$ cat config.mk
export PLATFORM = sky130hd
export DESIGN_NAME = cache_control
export DESIGN_NICKNAME = d
export VERILOG_FILES = /design/src/rtl/cache_control.sv
export SDC_FILE = /design/constraint.sdc
export NUM_CORES = 1
export LEC_CHECK = 0
export BUFFER_PORTS_ARGS = -buffer_cell sky130_fd_sc_hd__buf_4
export CORE_AREA = 3 3 40 42
export CTS_CLUSTER_DIAMETER = 80
export DETAILED_ROUTE_END_ITERATION = 10
export DIE_AREA = 0 0 43 45
export RECOVER_POWER = 25
export SYNTH_ARGS = -nofsm -noshare
export SYNTH_HDL_FRONTEND = slang
export SYNTH_SLANG_ARGS = --single-unit
$ cat constraint.sdc
create_clock -name clk -period 3.2 [get_ports clk]
set_clock_uncertainty 0.2 [all_clocks]
set_input_delay 0.64 -clock clk [delete_from_list [all_inputs] [get_ports clk]]
set_output_delay 0.64 -clock clk [all_outputs]
set_load 0.02 [all_outputs]
$ cat src/rtl/cache_control.sv
// cache_control: control FSM for the 2-way set-associative, write-back, write-allocate L1 cache.
// Ports: CPU handshake (mem_*), physical memory handshake (pmem_*), array status in (hit/valid/dirty/lru),
//        array control out (array_read, load_*, *_in, data_in_sel, way_sel, pmem_addr_sel).
// Optional: define CACHE_PERF_CNT_EN to add hit_count/miss_count/wb_count (CNT_WIDTH bits, wrapping).
// Latency: hit responds one cycle after IDLE sees the request; misses add writeback/fill + REREAD.
// Backpressure: CPU request is held until mem_resp; pmem request is held constant until pmem_resp.
module cache_control #(
    parameter int CNT_WIDTH = 32
) (
    input  logic       clk,
    input  logic       rst,
    input  logic       mem_read,
    input  logic       mem_write,
    output logic       mem_resp,
    output logic       pmem_read,
    output logic       pmem_write,
    input  logic       pmem_resp,
    input  logic [1:0] hit,
    input  logic [1:0] valid,
    input  logic [1:0] dirty,
    input  logic       lru,
    output logic       array_read,
    output logic [1:0] load_tag,
    output logic [1:0] load_valid,
    output logic [1:0] load_dirty,
    output logic       dirty_in,
    output logic [1:0] load_data,
    output logic       data_in_sel,
    output logic       load_lru,
    output logic       lru_in,
    output logic       way_sel,
    output logic       pmem_addr_sel
`ifdef CACHE_PERF_CNT_EN
    ,
    output logic [CNT_WIDTH-1:0] hit_count,
    output logic [CNT_WIDTH-1:0] miss_count,
    output logic [CNT_WIDTH-1:0] wb_count
`endif
);

    typedef enum logic [2:0] {
        IDLE,
        COMPARE,
        WRITEBACK,
        FILL,
        REREAD
    } state_t;

    state_t state, state_next;
    logic   victim, victim_next;

    logic req;
    logic hit_way;
    logic victim_pick;
    logic hit_evt, miss_evt, wb_evt;

    function automatic logic [1:0] way_onehot(input logic w);
        return w ? 2'b10 : 2'b01;
    endfunction

    assign req         = mem_read | mem_write;
    // hit=2'b11 should never happen; way 0 takes priority if it does.
    assign hit_way     = ~hit[0];
    // Fill an empty way before evicting anything.
    assign victim_pick = !valid[0] ? 1'b0 : (!valid[1] ? 1'b1 : lru);

    always_ff @(posedge clk or posedge rst) begin
        if (rst) begin
            state  <= IDLE;
            victim <= 1'b0;
        end else begin
            state  <= state_next;
            victim <= victim_next;
        end
    end

    // Outputs are decoded from the state register; COMPARE also looks at the
    // array outputs of the same cycle, so they cannot be registered.
    // Because state resets asynchronously, pmem_* drop as soon as rst rises.
    always_comb begin
        state_next    = state;
        victim_next   = victim;
        mem_resp      = 1'b0;
        pmem_read     = 1'b0;
        pmem_write    = 1'b0;
        array_read    = 1'b0;
        load_tag      = 2'b00;
        load_valid    = 2'b00;
        load_dirty    = 2'b00;
        dirty_in      = 1'b0;
        load_data     = 2'b00;
        data_in_sel   = 1'b0;
        load_lru      = 1'b0;
        lru_in        = 1'b0;
        way_sel       = 1'b0;
        pmem_addr_sel = 1'b0;
        hit_evt       = 1'b0;
        miss_evt      = 1'b0;
        wb_evt        = 1'b0;

        case (state)
            IDLE: begin
                if (req) begin
                    array_read = 1'b1;
                    state_next = COMPARE;
                end
            end

            COMPARE: begin
                if (!req) begin
                    state_next = IDLE;
                end else if (|hit) begin
                    hit_evt    = 1'b1;
                    mem_resp   = 1'b1;
                    way_sel    = hit_way;
                    load_lru   = 1'b1;
                    lru_in     = ~hit_way;
                    // Writes merge into the hit line; write takes priority over read.
                    if (mem_write) begin
                        load_data   = way_onehot(hit_way);
                        data_in_sel = 1'b0;
                        load_dirty  = way_onehot(hit_way);
                        dirty_in    = 1'b1;
                    end
                    state_next = IDLE;
                end else begin
                    miss_evt    = 1'b1;
                    victim_next = victim_pick;
                    if (valid[victim_pick] && dirty[victim_pick])
                        state_next = WRITEBACK;
                    else
                        state_next = FILL;
                end
            end

            WRITEBACK: begin
                pmem_write    = 1'b1;
                pmem_addr_sel = 1'b1;
                way_sel       = victim;
                if (pmem_resp) begin
                    wb_evt     = 1'b1;
                    load_dirty = way_onehot(victim);
                    dirty_in   = 1'b0;
                    state_next = FILL;
                end
            end

            FILL: begin
                pmem_read     = 1'b1;
                pmem_addr_sel = 1'b0;
                way_sel       = victim;
                if (pmem_resp) begin
                    load_data   = way_onehot(victim);
                    load_tag    = way_onehot(victim);
                    load_valid  = way_onehot(victim);
                    load_dirty  = way_onehot(victim);
                    dirty_in    = 1'b0;
                    data_in_sel = 1'b1;
                    state_next  = REREAD;
                end
            end

            REREAD: begin
                // Re-read the freshly filled line so COMPARE hits and merges writes.
                array_read = 1'b1;
                state_next = COMPARE;
            end

            default: begin
                state_next = IDLE;
            end
        endcase
    end

`ifdef CACHE_PERF_CNT_EN
    // Marks a COMPARE that follows REREAD; its hit completes a miss and is not a new hit.
    logic from_reread;

    always_ff @(posedge clk or posedge rst) begin
        if (rst) begin
            from_reread <= 1'b0;
            hit_count   <= '0;
            miss_count  <= '0;
            wb_count    <= '0;
        end else begin
            from_reread <= (state == REREAD);
            if (hit_evt && !from_reread)
                hit_count <= hit_count + 1'b1;
            if (miss_evt)
                miss_count <= miss_count + 1'b1;
            if (wb_evt)
                wb_count <= wb_count + 1'b1;
        end
    end
`else
    // Event strobes feed only the optional counters.
    logic unused_evt;
    assign unused_evt = hit_evt ^ miss_evt ^ wb_evt;
`endif

endmodule
# == After elaboration in Yosys (flattened, before gate mapping) ==
# Index checks and enable logic that the tools add are counted.
# totals
in_bits,12
ff_bits,4
output_inout_bits,18
# op_classes
muxes,41
bitwise_logic,3
eq_ne,7
n_reduce_logical,6
n_lt_le_gt_ge,1
# ops
cell,count
$mux W1,24
$mux W2,9
$pmux W3 S5,1
$mux W3,3
$pmux W2 S2,2
$eq A3 B2 Y1 const B,2
$ne A2 B2 Y1 const B,3
$reduce_and A3 Y1,2
$pmux W1 S2,2
$reduce_or A2 Y1,2
$eq A3 B1 Y1 const B,1
$eq A3 B3 Y1 const B,1
$logic_not A3 Y1,1
$lt A1 B2 Y1 const B,1
$not A1 Y1,2
$logic_and A1 B1 Y1,1
$or A1 B1 Y1,1

# == Logic depth before layout (Yosys ltp) ==
# Gate-level depths: netlist of the first run.
# depth
word_depth,9
depth_mapped,5
mapped_depth_nobuf,3

# == Worst setup path after synthesis of the first run ==
# No wires, ideal clock.
# synth_timing
kind,in2out
start,in mem_read
end,out mem_resp
path_slack_ns,0.862
t_arrival_ns,1.498
stages,5
path_buffers,2
path_cell_list,or2_2 clkbuf_1 nand2_1 nor2_1 buf_4
# synth_via
elab_chain_cells,3
# synth_lines
element,line_no,source
"start, declared",12,"input logic mem_read,"
$or A1 B1 Y1,61,assign req = mem_read | mem_write;
$mux W1 (2 in a row),n/a,
"end, declared",14,"output logic mem_resp,"
# No other way between the ends.

# == Final worst setup path of the first run ==
# layout_timing
start,reg state[0]
end,out load_dirty[1]
# layout_via
elab_chain_cells,3
word_cells_on_any_way,5
# layout_lines
element,line_no,source
"start, declared",49,"state_t state, state_next;"
"start signal, assigned",72,state <= state_next;
$eq A3 B2 Y1,101,case (state)
$reduce_or A2 Y1 (no line),n/a,
$pmux W2 S2 (*),101,
"end, declared",25,"output logic [1:0] load_dirty,"
# Mark *: on every way between the ends. The rest lies on a longest branch, timed or not.

==> impl_results.md, run 1 <==
* Number of global-route vias before repair at 409
* Core area at approximately 1300 sq um
* Switching Fraction at 46.6%
* Syn nets at 67
* Cell internal pwr at about 0.00025 W
* Final WS setup at 0.715 ns
* Net switching power figure at ~0.00022 W
* Clock Tree Buf Depth at 2
* Post-CTS Setup Inserts at 0
* CP arrival at 1.65 ns
* Initial antenna violation count at 0
* Asr flop ratio synth at 100%
* First-pass GRT wire length at roughly 1700 microns
* Hold Path Class: primary input to asynchronous set/reset pin
* TritonRoute pass-1 iters at 4
* Die ar. at between 1500 and 2000 sq um
* IO Pins at 30
* Flop2flop setup slack at ~1.7 ns
* Register bit total from synthesis at 4
* Largest net degree at the start of global routing at 11
* Finished Cell Area at 631 sq um
* Die width at 43 microns
* # rows at 13
* Detail Placement HPWL at around 900 microns
* 1st-iter DRT viols at 6
* Number of hold buffers added after CTS at 0
* Max-Cap Viols at 0
* Die height at ~45 microns
* Area growth syn-to-layout at 48.7%
* Routed Antenna Nets at 0
* Setup CP Type: flip-flop to output port
* CTS root buf: clkbuf_4
* Yosys cell types at 27
* Comb power frac at a little under two thirds
* H-tree levels at 1
* Pwr/cell area at 744 nW/um^2
* CP Max Fanout at 10
* Sequential power share at between 20% and 30%
* Max-slew violations at 0
* Top_reg_cell synth: dfrtp_1
* Yosys warning total at 0
* PostCTS Resize Cnt at 0
* Rel. slew slack at between 70% and 80%
* Clk sink count at 4
* CP Launch Type: flip-flop
* GR Util All Layers at between 10% and 20%
* Residual DRC at 0
* Post-synthesis sequential area ratio at 23.6%
* Placer Congestion at about 0.8
* Fin util at 49.1%
* Post-Synthesis Cells at between 50 and 60
* VDD IR-drop max at 0.000281 V
* Wire per inst at about 12 microns
* Fillers at 140
* Worst r2r src: state[0]
* Worst path required time at between 2 and 2.5 ns
* Worst skew pair latency at about 0.23 ns
* Layout cells sized above 1 at 43.8%
* # port buffers at 29
* Post-Syn Area at around 420 sq um
* Vias at 488
* Final hold vios at 0
* CP endpoint kind: output port
* Routed wire length at between 1000 and 1500 microns
* Vias per inst at between 5 and 6
* Nets at 94
* Static leakage at ~0.35 nW
* # diodes at 0
* Pre-CTS setup slack at 0.828 ns
* Overflow after GRT at 0
* Clk network pwr share at between 10% and 20%
* Tmin final at between 2 and 2.5 ns
* Status: finished, final reports clean
* Slew @ Worst Pin at ~0.38 ns
* Final setup TNS at 0 ns
* Final setup fails at 0
* Reg2Reg Depth at 3
* Post-DP Area at about 610 sq um
* Synth Area per Inst at just under 8 sq um
* Setup repair after global routing missed its margin: false
* Clk slew on worst S/H paths at around 0.040 ns
* TritonCTS clock tree: built
* Num CTS Buffers at 3
* FF-to-FF End: state[0]
* Maximum clock rate at a little over 400 MHz
* Post-synth EDFFs at 0
* Initial Util at 33.0%
* Period utilization at between 70% and 80%
cell families after synthesis:
logic type      Yosys count  share of synthesized area, %
mux                       2                          4.72
compound gates           11                          20.9
simple gates             25                          33.0
buf+inv                  13                          17.7
flops                     4                          23.6
synthesized netlist by cell type, types with 2 or more instances:
cell	count	area (sq um)
nand3_1	2	10.0
nand2_1	5	18.8
o21ai_0	3	15.0
dfrtp_1	4	100
inv_1	6	22.5
nor2_1	7	26.3
nor3_1	2	10.0
buf_4	5	37.5
nor2b_1	2	12.5
mux2i_1	2	20.0
cell usage in the layout, fill, tap and decap left out, types with 2 or more instances in the layout:
master    count
buf_4        28
nor2_1        7
inv_1         6
nand2_1       5
clkbuf_4      4
dfrtp_1       4
o21ai_0       3
nand3_1       2
mux2i_1       2
nor2b_1       2
nor3_1        2
per-stage QoR:
step                std cells  total power [W]  hold WS, ns
global route               95         0.000506       0.0977
global placement           92         0.000413        0.335
CTS                        95         0.000476       0.0855
detailed placement         92         0.000409        0.337
floorplan                  55         0.000324        0.206
finish                     95         0.000469       0.0887
how the worst max path moves through the flow:
stage / to / startpoint
global route: load_dirty[1] / state[0]
floorplan: mem_resp / mem_read
finish: load_dirty[1] / state[0]
detailed placement: way_sel / mem_write
global placement: way_sel / mem_write
CTS: load_dirty[1] / state[0]
worst max-delay path, stage by stage (launching register included):
cell and delay, ns:
dfrtp_1 0.48, nor3b_4 0.40, nand2_1 0.13, o32ai_2 0.22, buf_4 0.18
power by group through the flow:
| stage | Combinational [W] | Sequential, W | Clock (W) |
|---|---|---|---|
| after floorplan | 0.000241 | 0.0000830 | 0 |
| after global placement | 0.000304 | 0.000109 | 0 |
| after detailed placement | 0.000300 | 0.000109 | 0 |
| after CTS | 0.000302 | 0.000109 | 0.0000648 |
| after global routing | 0.000322 | 0.000113 | 0.0000707 |
| final | 0.000298 | 0.000110 | 0.0000620 |
sequential cells by signal (all words and copies together), names as in the netlist:
name / count
victim: 1
state: 3
cell type report:
cell class,instances,area [sq um],share of cell area [%]
well taps,15,18.8,2.98
inverters,6,22.5,3.57
repair buffers,29,218,34.5
flip-flops and latches,4,100,15.9
multi-input cells,38,249,39.5
clock buffers,3,22.5,3.57
routing by layer:
layer	routed length (microns)	part of all wire, %	vias to the layer above	GRT usage, %
met4	13	1.1	0	9.04
met1	476	42	223	14.3
li1	-	-	239	-
met5	0	0	-	0
met3	102	8.9	2	2.39
met2	551	48	24	19.2
Power figures use the tool's default switching activity.
==> inputs of run 2 (changes only) <==
Settings changed: ABC_AREA set to 1, PLACE_DENSITY set to 0.67.
Clock period 3.2 ns to 2.25 ns, I/O delays scaled along.
==> run 2 against run 1 <==
  * Hold slack better by 0.19 ns
  * Via count is 8.6% higher
  * Worst setup slack worse by 0.58 ns
  * First-iteration DRC count is 67% higher
  * Die area stayed put
  * Critical path depth is 2 higher
  * Sequential cell count stayed put
  * Clock power is 49% higher
  * Core utilization is 1.5 points higher
  * Critical path type unchanged
  * Largest power group unchanged
==> impl_results.md, run 2 <==
* Status: finished, final reports clean
* Most frequent cells in the layout: buf_4, nand2_1, inv_1, nor2_1
* Final setup fails at 0 (unchanged)
* Setup repair after global routing missed its margin: false
* Rel. slew slack at 87.8% (+13 points)
* # port buffers at 29 (unchanged)
* Hold path endpoint: victim
* Die height at 45 microns (unchanged)
* Detail Placement HPWL at 937 microns (+5.5%)
* # diodes at 0 (unchanged)
* Max-Cap Viols at 0 (unchanged)
* Synth Area per Inst at 5.67 sq um (-26%)
* Final setup TNS at 0 ns (unchanged)
* Hold Path Class: primary input to flip-flop
* Clk sink count at 4 (unchanged)
* First-pass GRT wire length at 1670 microns (-1.2%)
* H-tree levels at 1 (unchanged)
* Tmin final at approximately 2.1 ns
* Post-CTS Setup Inserts at 0 (unchanged)
* FF+latch area at 100 sq um (unchanged)
* PostCTS Resize Cnt at 0 (unchanged)
* Largest register by flop count: state
* Register bit total from synthesis at 4 (unchanged)
* CTS root buf: clkbuf_4
* 1st-iter DRT viols at 10 (+4)
* Residual DRC at 0 (unchanged)
* TritonCTS clock tree: built
* Largest register FFs at 3 (unchanged)
* Most common cell in the synthesized netlist: nand2_1
* Post-Synthesis Cells at 73 (+33%)
* Vias at 530 (+8.6%)
* Routed Antenna Nets at 0 (unchanged)
* Post-synth EDFFs at 0 (unchanged)
* Yosys warning total at 0 (unchanged)
* Num CTS Buffers at 3 (unchanged)
* Area occupied by multi-input gates at 220 sq um (-12%)
* Post-Syn Area at 414 sq um (-2.4%)
* Initial Util at 32.2% (-0.78 points)
* Syn nets at 85 (+27%)
* Top_reg_cell synth: dfrtp_1
* Largest regs: state: 3 flops, victim: 1 flops
* Overflow after GRT at 0 (unchanged)
* Static leakage at 0.402 nW (+15%)
* Wire per inst at 9.47 microns (-21%)
* Top post-synthesis cells by area: dfrtp_1, nand2_1, inv_1
* Largest net degree at the start of global routing at 10 (-1)
* CP endpoint kind: output port
* Pwr/cell area at 1090 nW/um^2 (+47%)
* Commonest non-fill, non-tap cell in the layout: buf_4
* CP Launch Type: flip-flop
* Hold Slack at 0.274 ns (+0.185 ns)
* Maximum clock rate at about 470 MHz
* Nets at 116 (+23%)
* Layout cells sized above 1 at 33.3% (-10 points)
* Placer Congestion at 0.753 (-5.8%)
* CP Max Fanout at 5 (-5)
* Flop2flop setup slack at 0.86 ns (-0.81 ns)
* Hold path cells at 3
* TritonRoute pass-1 iters at 4 (unchanged)
* VDD IR-drop max at 0.000347 V (+23%)
* Worst path required time at 1.60 ns (-0.76 ns)
* Worst r2r src: state[2]
* Initial antenna violation count at 0 (unchanged)
* Fillers at 147 (+5.0%)
* CP arrival at 1.46 ns (-0.19 ns)
* Post-synthesis sequential area ratio at 24.2% (+0.57 points)
* Reg2Reg Depth at 6 (+3)
* Period utilization at between 90 and 100%
* FF-to-FF End: state[0]
* Die width at 43 microns (unchanged)
* Yosys cell types at 15 (-44%)
* Final Power at 0.000710 W (+51%)
* Min-delay src: valid[0]
* Max-slew violations at 0 (unchanged)
* Final hold vios at 0 (unchanged)
* GR Util All Layers at 11.4% (-0.59 points)
* Routed wire length at 1110 microns (-3.1%)
* Die ar. at 1940 sq um (unchanged)
* Slew @ Worst Pin at 0.183 ns (-0.194 ns)
* Clk slew on worst S/H paths at 0.04 ns (about the same)
* Yosys top cell by area: dfrtp_1
* Area growth syn-to-layout at 56.8%
* Worst skew pair latency at 0.24 ns (about the same)
* # rows at 13 (unchanged)
* IO Pins at 30 (unchanged)
* Clock Tree Buf Depth at 2 (unchanged)
* Asr flop ratio synth at 100% (unchanged)
* Setup CP Type: flip-flop to output port
* Core area at 1280 sq um (unchanged)
* Number of global-route vias before repair at 455 (+11%)
* Yosys top cell area share at 24.2% (+0.57 points)
* Post-synth top cells: nand2_1, inv_1, nor2_1
* Vias per inst at 4.53 (-12%)
## run 2: routing by layer
layer  up-vias  wire length, microns  global-route usage (%)
met1       223                   445                    13.5
li1        280                     -                       -
met5         -                     0                       0
met2        24                   513                    18.3
met4         0                    15                    5.42
met3         3                   134                    4.38
## run 2: what timing repair did
| item | in CTS | in global routing |
|---|---|---|
| hold buffers | 1 | 0 |
| setup endpoints to repair | 0 | 0 |
| endpoints found under the hold margin | 4 | 0 |
## run 2: area by class of cell
class / instances / area share, %
Clock buffer: 3 / 3.47
Inverter: 16 / 9.25
Multi-Input combinational cell: 49 / 33.9
Sequential cell: 4 / 15.4
Tap cell: 15 / 2.89
Timing Repair Buffer: 30 / 35.1
## run 2: critical path, cell delays in order (launching register included)
cell and delay, ns:
dfrtp_1 0.36, inv_1 0.14, nand3_1 0.17, inv_1 0.13, nand2_1 0.10, o22ai_1 0.16, buf_4 0.16
## run 2: cells by family after synthesis
family	share of synthesized area, %
and+or+nand+nor	40.2
buffers and inverters	21.8
AOI/OAI and AO/OA	13.9
DFF	24.2
## run 2: metrics by stage
| step | std cells | util (%) | setup WS (ns) | area [sq um] |
|---|---|---|---|---|
| final | 117 | 50.5 | 0.137 | 649 |
| after floorplan | 73 | - | 0.275 | 414 |
| after CTS | 117 | 50.8 | 0.128 | 653 |
| after detailed placement | 113 | 48.3 | 0.396 | 621 |
| after global placement | 113 | 48.3 | 0.424 | 621 |
| after global routing | 117 | 50.5 | 0.0275 | 649 |
## run 2: power breakdown
| group | switching [W] | total (W) | internal (W) |
|---|---|---|---|
| sequential | 0.0000280 | 0.000129 | 0.000101 |
| combinational | 0.000297 | 0.000489 | 0.000192 |
| clock | 0.0000323 | 0.0000922 | 0.0000598 |
| total | 0.000357 | 0.000710 | 0.000353 |
## run 2: worst max path at each step
| stage | start | endpoint | slack [ns] | depth (start not counted) |
|---|---|---|---|---|
| floorplan | state[2] | mem_resp | 0.27 | 6 |
| global placement | state[2] | way_sel | 0.42 | 6 |
| detailed placement | state[2] | way_sel | 0.40 | 6 |
| CTS | state[2] | way_sel | 0.13 | 6 |
| global route | state[2] | mem_resp | 0.03 | 6 |
| finish | state[2] | way_sel | 0.14 | 6 |
==> inputs of run 3 (changes only) <==
Settings changed: BUFFER_PORTS_ARGS -buffer_cell sky130_fd_sc_hd__buf_4 to -buffer_cell sky130_fd_sc_hd__buf_2.
==> run 3 against run 2 <==
  * Clock power is 2% lower
  * Final area is 11% lower
  * Via count is 0.38% lower
  * Die area stayed put
  * Sequential cell count stayed put
  * Critical path depth stayed put
  * Core utilization is 5.6 points lower
  * Count of clock-buffer cells in the layout stayed put
  * Global-route usage is 0.67 points lower
  * Combinational power is 13% lower
  * Sequential power hardly changed
  * Hold slack better by 0.0071 ns
  * Largest cell class is now multi-input gates
==> impl_results.md, run 3 (synthesized netlist as in run 2, its figures left out) <==
* Largest regs: state: 3 flops, victim: 1 flops
* PostCTS Resize Cnt at 0 (unchanged)
* Residual DRC at 0 (unchanged)
* Setup repair after global routing missed its margin: false
* Initial Util at 32.2% (unchanged)
* Reg2Reg Depth at 6 (unchanged)
* Clk sink count at 4 (unchanged)
* Number of hold buffers added after CTS at 1 (unchanged)
* Die height at 45 microns (unchanged)
* Layout cells sized above 1 at 33.3% (unchanged)
* Wire per inst at 8.88 microns (-6.2%)
* Initial antenna violation count at 0 (unchanged)
* H-tree levels at 1 (unchanged)
* 1st-iter DRT viols at 11 (+1)
* Area growth syn-to-layout at 39.3%
* Rel. slew slack at 88.1% (+0.33 points)
* Worst r2r src: state[2]
* Largest net degree at the start of global routing at 10 (unchanged)
* CP Launch Type: flip-flop
* Core area at 1280 sq um (unchanged)
* Detail Placement HPWL at 899 microns (-4.0%)
* IO Pins at 30 (unchanged)
* CP dominant cell by count: inv_1
* TritonCTS clock tree: built
* Hold path cells at 3 (unchanged)
* Critical Path Max Stage Delay at 0.37 ns (about the same)
* Post-DP Area at 548 sq um (-12%)
* Placer Congestion at 0.759 (+0.82%)
* Finished Cell Area at 577 sq um (-11%)
* Routed Antenna Nets at 0 (unchanged)
* CP endpoint kind: output port
* Vias per inst at 4.51 (-0.38%)
* Commonest non-fill, non-tap cell in the layout: buf_2
* # rows at 13 (unchanged)
* Period utilization at 93.7% (-0.19 points)
* Worst skew pair latency at 0.23 ns (about the same)
* Clk slew on worst S/H paths at 0.04 ns (about the same)
* Routed wire length at 1040 microns (-6.2%)
* Number of global-route vias before repair at 394 (-13%)
* Status: finished, final reports clean
* Flop2flop setup slack at 0.87 ns (about the same)
* Post-CTS Setup Inserts at 0 (unchanged)
* CP Max Fanout at 5 (unchanged)
* CP arrival at 1.46 ns (about the same)
* Most frequent cells in the layout: buf_2, nand2_1, inv_1, nor2_1
* Overflow after GRT at 0 (unchanged)
* Vias at 528 (-0.38%)
* Largest register FFs at 3 (unchanged)
* TritonRoute pass-1 iters at 4 (unchanged)
* Max-slew violations at 0 (unchanged)
* Slew @ Worst Pin at 0.178 ns (-0.00499 ns)
* Max-Cap Viols at 0 (unchanged)
* Num CTS Buffers at 3 (unchanged)
* CP cell instances: inv_1 -> nand3_1 -> inv_1 -> nand2_1 -> o22ai_1 -> buf_2
* # port buffers at 29 (unchanged)
* # diodes at 0 (unchanged)
* Static leakage at 0.392 nW (-2.7%)
* Die width at 43 microns (unchanged)
* Nets at 116 (unchanged)
* First-pass GRT wire length at 1560 microns (-6.6%)
* FF-to-FF End: state[0]
* Largest register by flop count: state
* Maximum clock rate at 474 MHz (+0.20%)
* Critical Path End: way_sel
* Pwr/cell area at 1120 nW/um^2 (+2.2%)
* Final setup TNS at 0 ns (unchanged)
* VDD IR-drop max at 0.000384 V (+11%)
* Clock Tree Buf Depth at 2 (unchanged)
* Final hold vios at 0 (unchanged)
* CP startpoint: state[2]
* Tmin final at 2.11 ns (-0.00426 ns)
* Worst path required time at 1.60 ns (about the same)
* Hold Path Class: primary input to flip-flop
* Final setup fails at 0 (unchanged)
* CTS root buf: clkbuf_4
* Die ar. at 1940 sq um (unchanged)
* CP max stage cell: dfrtp_1
* Setup CP Type: flip-flop to output port
* GR Util All Layers at 10.8% (-0.67 points)
run 3: power breakdown:
part	switching [W]	total (W)	internal, W
Combinational	0.000287	0.000425	0.000138
Clock	0.0000309	0.0000907	0.0000598
Sequential	0.0000276	0.000129	0.000101
run 3: per-stage QoR:
step / cells / hold slack, ns / util (%) / total power (W) / setup slack (ns)
CTS: 117 / 0.278 / 45.2 / 0.000660 / 0.122
detailed placement: 113 / 0.144 / 42.6 / 0.000565 / 0.375
floorplan: 73 / 0.0161 / - / 0.000455 / 0.275
global placement: 113 / 0.138 / 42.6 / 0.000559 / 0.425
global route: 117 / 0.321 / 44.9 / 0.000704 / 0.0291
finish: 117 / 0.281 / 44.9 / 0.000645 / 0.141
run 3: final cells by class:
cell class              instances  area, sq um
clock buffers                   3         22.5
fillers                       140          708
inverters                      16         60.1
multi-input cells              49          220
flip-flops and latches          4          100
well taps                      15         18.8
repair buffers                 30          155
run 3: critical path, delay by kind of cell, from the launching register on:
family | cells | cell delay [ns]
buffers and inverters | 3 | 0.45
DFF | 1 | 0.37
and+or+nand+nor | 2 | 0.25
AOI/OAI and AO/OA | 1 | 0.15
run 3: worst min-delay path by stage:
stage | startpoint | to | slack [ns]
after floorplan | rst | state[0] | 0.02
after global placement | rst | state[1] | 0.14
after detailed placement | rst | state[2] | 0.14
after CTS | valid[0] | victim | 0.28
after global routing | valid[0] | victim | 0.32
final | valid[0] | victim | 0.28
run 3: metal layers:
layer  global-route usage [%]  part of all wire (%)
met4                     5.42                     0
met2                     16.2                    46
met5                        0                     0
met1                     14.0                    44
met3                     3.19                    10
